$ cat config.mk
export PLATFORM = sky130hd
export DESIGN_NAME = apb_arb_master
export DESIGN_NICKNAME = d
export VERILOG_FILES = /design/src/rtl/apb_arb_master.sv
export SDC_FILE = /design/constraint.sdc
export NUM_CORES = 1
export LEC_CHECK = 0
export BUFFER_PORTS_ARGS = -buffer_cell sky130_fd_sc_hd__buf_2
export CORE_UTILIZATION = 40
export CTS_CLUSTER_DIAMETER = 30
export DETAILED_ROUTE_END_ITERATION = 10
export GPL_ROUTABILITY_DRIVEN = 0
export GPL_TIMING_DRIVEN = 0
export HOLD_SLACK_MARGIN = 0.08
export PLACE_DENSITY = 0.7
export RECOVER_POWER = 100
export SLEW_MARGIN = 20
export SYNTH_ARGS = -nofsm -noshare
export SYNTH_HDL_FRONTEND = slang
export SYNTH_SLANG_ARGS = --single-unit
$ cat constraint.sdc
create_clock -name pclock -period 3.93 [get_ports pclock]
set_input_delay 0.1965 -clock pclock [delete_from_list [all_inputs] [get_ports pclock]]
set_output_delay 0.1965 -clock pclock [all_outputs]
set_load 0.1 [all_outputs]
$ cat src/rtl/apb_arb_master.sv
//==============================================================================
// Module      : apb_arb_master
// Description : Two-requester round-robin arbiter driving a single APB master
//               port. Optional ACCESS timeout enabled by APB_ARB_TIMEOUT_EN.
// Revision    : 1.0 - initial release
//==============================================================================
`default_nettype none

module apb_arb_master #(
  parameter int ADDR_WIDTH     = 32,
  parameter int DATA_WIDTH     = 32,
  parameter int TIMEOUT_CYCLES = 16
) (
  input  logic                    pclock,
  input  logic                    presetn,
  input  logic [1:0]              req_valid,
  input  logic [1:0]              req_write,
  input  logic [2*ADDR_WIDTH-1:0] req_addr,
  input  logic [2*DATA_WIDTH-1:0] req_wdata,
  output logic [1:0]              req_grant,
  output logic [1:0]              rsp_valid,
  output logic [DATA_WIDTH-1:0]   rsp_rdata,
  output logic                    rsp_err,
  output logic                    psel,
  output logic                    penable,
  output logic                    pwrite,
  output logic [ADDR_WIDTH-1:0]   paddr,
  output logic [DATA_WIDTH-1:0]   pwdata,
  input  logic [DATA_WIDTH-1:0]   prdata,
  input  logic                    pready,
  input  logic                    pslverr
);

  typedef enum logic [1:0] {
    S_IDLE   = 2'd0,
    S_SETUP  = 2'd1,
    S_ACCESS = 2'd2
  } state_t;

  state_t r_state;
  state_t w_next;
  logic   r_prio;     // requester that wins the next tie (inverse of last served)
  logic   r_owner;    // requester owning the transfer in flight
  logic   w_winner;
  logic   w_grant;
  logic   w_done;
  logic   w_timeout;

  assign w_winner = (req_valid == 2'b11) ? r_prio : req_valid[1];

`ifdef APB_ARB_TIMEOUT_EN
  localparam int c_cnt_w = $clog2(TIMEOUT_CYCLES + 1);
  logic [c_cnt_w-1:0] r_cnt;

  always_ff @(posedge pclock or negedge presetn) begin
    if (!presetn) begin
      r_cnt <= '0;
    end else if (r_state == S_SETUP) begin
      r_cnt <= '0;
    end else if (r_state == S_ACCESS) begin
      r_cnt <= r_cnt + c_cnt_w'(1);
    end
  end

  // Fires in the last permitted ACCESS cycle when the slave is still stalling.
  assign w_timeout = (r_state == S_ACCESS) && !pready &&
                     (r_cnt == c_cnt_w'(TIMEOUT_CYCLES - 1));
`else
  localparam int c_unused_timeout = TIMEOUT_CYCLES;
  assign w_timeout = 1'b0;
`endif

  always_ff @(posedge pclock or negedge presetn) begin
    if (!presetn) begin
      r_state <= S_IDLE;
    end else begin
      r_state <= w_next;
    end
  end

  always_comb begin
    w_next  = r_state;
    w_grant = 1'b0;
    w_done  = 1'b0;
    psel    = 1'b0;
    penable = 1'b0;
    case (r_state)
      S_IDLE: begin
        if (|req_valid) begin
          w_next  = S_SETUP;
          w_grant = 1'b1;
        end
      end
      S_SETUP: begin
        psel   = 1'b1;
        w_next = S_ACCESS;
      end
      S_ACCESS: begin
        psel    = 1'b1;
        penable = 1'b1;
        if (pready || w_timeout) begin
          w_next = S_IDLE;
          w_done = 1'b1;
        end
      end
      default: w_next = S_IDLE;
    endcase
  end

  always_ff @(posedge pclock or negedge presetn) begin
    if (!presetn) begin
      paddr     <= '0;
      pwdata    <= '0;
      pwrite    <= 1'b0;
      req_grant <= 2'b00;
      rsp_valid <= 2'b00;
      rsp_rdata <= '0;
      rsp_err   <= 1'b0;
      r_prio    <= 1'b0;
      r_owner   <= 1'b0;
    end else begin
      req_grant <= 2'b00;
      rsp_valid <= 2'b00;
      if (w_grant) begin
        paddr     <= w_winner ? req_addr[2*ADDR_WIDTH-1:ADDR_WIDTH] : req_addr[ADDR_WIDTH-1:0];
        pwdata    <= w_winner ? req_wdata[2*DATA_WIDTH-1:DATA_WIDTH] : req_wdata[DATA_WIDTH-1:0];
        pwrite    <= req_write[w_winner];
        req_grant <= w_winner ? 2'b10 : 2'b01;
        r_owner   <= w_winner;
        r_prio    <= ~w_winner;
      end
      // A timeout completes with pready low, which forces an error with zero data.
      if (w_done) begin
        rsp_valid <= r_owner ? 2'b10 : 2'b01;
        rsp_rdata <= (pwrite || !pready) ? '0 : prdata;
        rsp_err   <= pslverr || !pready;
      end
    end
  end

endmodule

`default_nettype wire

==> flow_metrics.env <==
export IMPL_outcome="finished with violations"
export IMPL_violated_checks="design-rule violations"
export IMPL_root_buffer="clkbuf_16"
export IMPL_synth_seq_area_share_pct=54.6
export IMPL_critical_path_max_stage_delay_ns=0.93
export IMPL_clock_sink_count=106
export IMPL_synth_top_area_share_pct=54.6
export IMPL_yosysTopAreaCell="dfrtp_1"
export IMPL_floorplan_initialDensity_pct=41.9
export IMPL_firstDrtPassIters=8
export IMPL_ant_nets=0
export IMPL_post_synth_inst_count=541
export IMPL_critPathRequiredTime_ns=3.73
export IMPL_cts_buffers_inserted=9
export IMPL_initialDrtViolationCount=340
export IMPL_maxCapViolations=0
export IMPL_number_of_global_route_vias_before_repair=5035
export IMPL_synth_ff_latch_count=106
export IMPL_timing_critical_path_arrival_ns=2.00
export IMPL_synthArstFlopShare_pct=100
export IMPL_yosys_mux_area_fraction_pct=0.695
export IMPL_cp_start_kind="flop"
export IMPL_io_pins=272
export IMPL_critical_path_class="flop to output pin"
export IMPL_hold_violation_total_from_the_final_report=0
export IMPL_layout_filler_cells=1129
export IMPL_clock_tree_buffer_depth=2
export IMPL_final_nets=996
export IMPL_slowest_library_cell_on_the_worst_path="clkbuf_1"
export IMPL_track_usage_pct=25.5
export IMPL_port_buffer_count=270
export IMPL_post_synth_xor_area_fraction_pct=0
export IMPL_synth_distinct_cells=21
export IMPL_route_detailed_vias_per_inst=5.33
export IMPL_synthFlopType="dfrtp_1"
export IMPL_worst_clock_skew_ns=0.00598
export IMPL_dominant_cells_by_area_after_synthesis="dfrtp_1 (55%), a31oi_1 (8.4%), a21oi_1 (6.9%)"
export IMPL_synth_warning_count=0
export IMPL_cts_htree_levels=3
export IMPL_synth_most_common_cell="dfrtp_1"
export IMPL_grt_pass1_wl_microns=25400
export IMPL_die_height_microns=112
export IMPL_core_area_sq_um=11600
export IMPL_std_cell_rows=39
export IMPL_largest_family_of_logic_cells_by_synthesized_area="compound AO/OA/AOI/OAI gates"
export IMPL_insertion_delay_ns=0.34
export IMPL_layout_min_cycle_time_ns=2.19
export IMPL_clk_pin_slew_ns=0.07
export IMPL_slew_headroom_pct=17.0
export IMPL_setup_viol=0
export IMPL_crit_path_cell_trace="inv_1 > ha_1 > clkbuf_1"
export IMPL_cts_tree="yes"
export IMPL_setup_tns_ns=0
export IMPL_grt_max_degree=57
export IMPL_globalRouteOverflowTotal=0
export IMPL_detailroute_via_count=5176
export IMPL_cp_endpoint_kind="output pin"
export IMPL_ratio_of_cells_with_drive_above_1_in_the_final_layout_pct=25.5
export IMPL_multiInputGateArea_sq_um=1950
export IMPL_die_w_microns=112
export IMPL_register_area_sq_um=2650
export IMPL_worstMarginPinSlew_ns=1.25
export IMPL_drc_errors=18
export IMPL_post_cts_resized_instances=0
export IMPL_antenna_found_initial=0
export IMPL_yosys_top_cells_count="dfrtp_1 (106), nor2_1 (68), a21oi_1 (67)"
export IMPL_final_min_period_over_clock_period_pct=55.8
export IMPL_synth_cell_area_sq_um=4860
export IMPL_timing_fmax_ghz=0.456
export IMPL_critical_path_buf_inv_count=2
export IMPL_antenna_cells_inserted=0
export IMPL_nets_in_the_synthesized_netlist=713
export IMPL_critical_path_top_delay_family="buffers and inverters"
export IMPL_detail_route_wl_per_cell_microns=16.4
export IMPL_area_growth_synth_to_final_pct=35.6
export IMPL_synth_simple_gate_area_share_pct=12.6
export IMPL_crit_path_max_fanout=4
export IMPL_area_fraction_in_compound_gates_after_synthesis_pct=25.8
export IMPL_maxSlewViolCount=0
export IMPL_adder_cell_share_of_the_synthesized_area_pct=1.03
export IMPL_synth_avg_cell_area_sq_um=8.99
export IMPL_synth_enable_flop_cells=0
export IMPL_setup_repair_after_global_routing_missed_its_margin="no"
export IMPL_dieArea_sq_um=12600
export IMPL_route_final_wire_length_microns=16000
export IMPL_holdCritPathClass="primary input to flop"
export IMPL_detailed_place_hpwl_microns=11900
==> final timing paths <==
kind,start,to,slack (ns),cells past startpoint
worst min register to register,r_owner,rsp_valid[0],0.46,1
worst max-delay path,r_state[0],penable,1.74,3
worst max register to register,r_state[0],r_prio,1.93,6
worst min-delay path,pslverr,rsp_err,0.1,2
max in group asynchronous,presetn,pwdata[5],2.90,3
min in group asynchronous,presetn,paddr[26],0.39,2
==> cells by family after synthesis <==
| family | Yosys count |
|---|---|
| AOI/OAI and AO/OA | 233 |
| and+or+nand+nor | 139 |
| DFF | 106 |
| buffers and inverters | 56 |
| adders and majority gates | 4 |
| muxes | 3 |
==> worst reg2reg max path, stage by stage (launching register included) <==
cell      delay (ns)
dfrtp_1         0.37
inv_1           0.09
ha_1            0.23
o21ai_0         0.41
clkbuf_1        0.51
a21oi_1         0.11
a21o_1          0.18
==> cells in the final DEF (no fill, tap or decap), drive strengths merged <==
master       count
a21o             1
a21oi           67
a31oi           65
and3             1
buf            188
clkbuf         149
clkinv           2
clkinvlp         1
dfrtp          106
dlygate4sd3      1
ha               4
inv              3
mux2             3
nand2           35
nand2b          33
nor2            68
nor2b            2
o21a             1
o21ai           99
==> layer usage <==
metal	routed length, microns	vias to the layer above	track usage, %
li1	-	2449	-
met4	228	0	8.53
met5	0	-	0
met3	1260	17	5.51
met2	7850	224	42.8
met1	6620	2486	32.8
==> stage by stage <==
step	setup slack (ns)	instances	hold WS (ns)	util [%]	area (sq um)
after floorplan	1.79	541	-0.0991	-	4860
after global placement	1.44	954	0.446	55.0	6390
after detailed placement	2.27	955	0.179	55.3	6420
after CTS	2.19	972	0.0832	58.0	6740
after global routing	1.63	972	0.0982	56.7	6590
final	1.74	972	0.0992	56.7	6590
==> registers in the layout, indices dropped and copies added, names as in the netlist <==
| signal | flops |
|---|---|
| paddr | 32 |
| r_prio | 1 |
| r_state | 2 |
| rsp_err | 1 |
| req_grant | 2 |
| rsp_rdata | 32 |
| rsp_valid | 2 |
| pwdata | 32 |
| r_owner | 1 |
| pwrite | 1 |
==> final cells by class <==
cell class	instances	share of cell area [%]
plain buffers	53	3.53
clock buffers	13	4.25
clock inverters	3	0.323
inverters	3	0.171
multi-input cells	379	29.6
flip-flops and latches	106	40.3
well taps	143	2.72
repair buffers	272	19.2
==> timing repair <==
item | CTS | global route
hold endpoints to repair | 50 | 0
buffers inserted | 0 | 0
hold buffers | 1 | 0
Power is left out: the tool's default activity adds up to more than one toggle a clock period on the data nets, which glitch-free logic cannot reach.
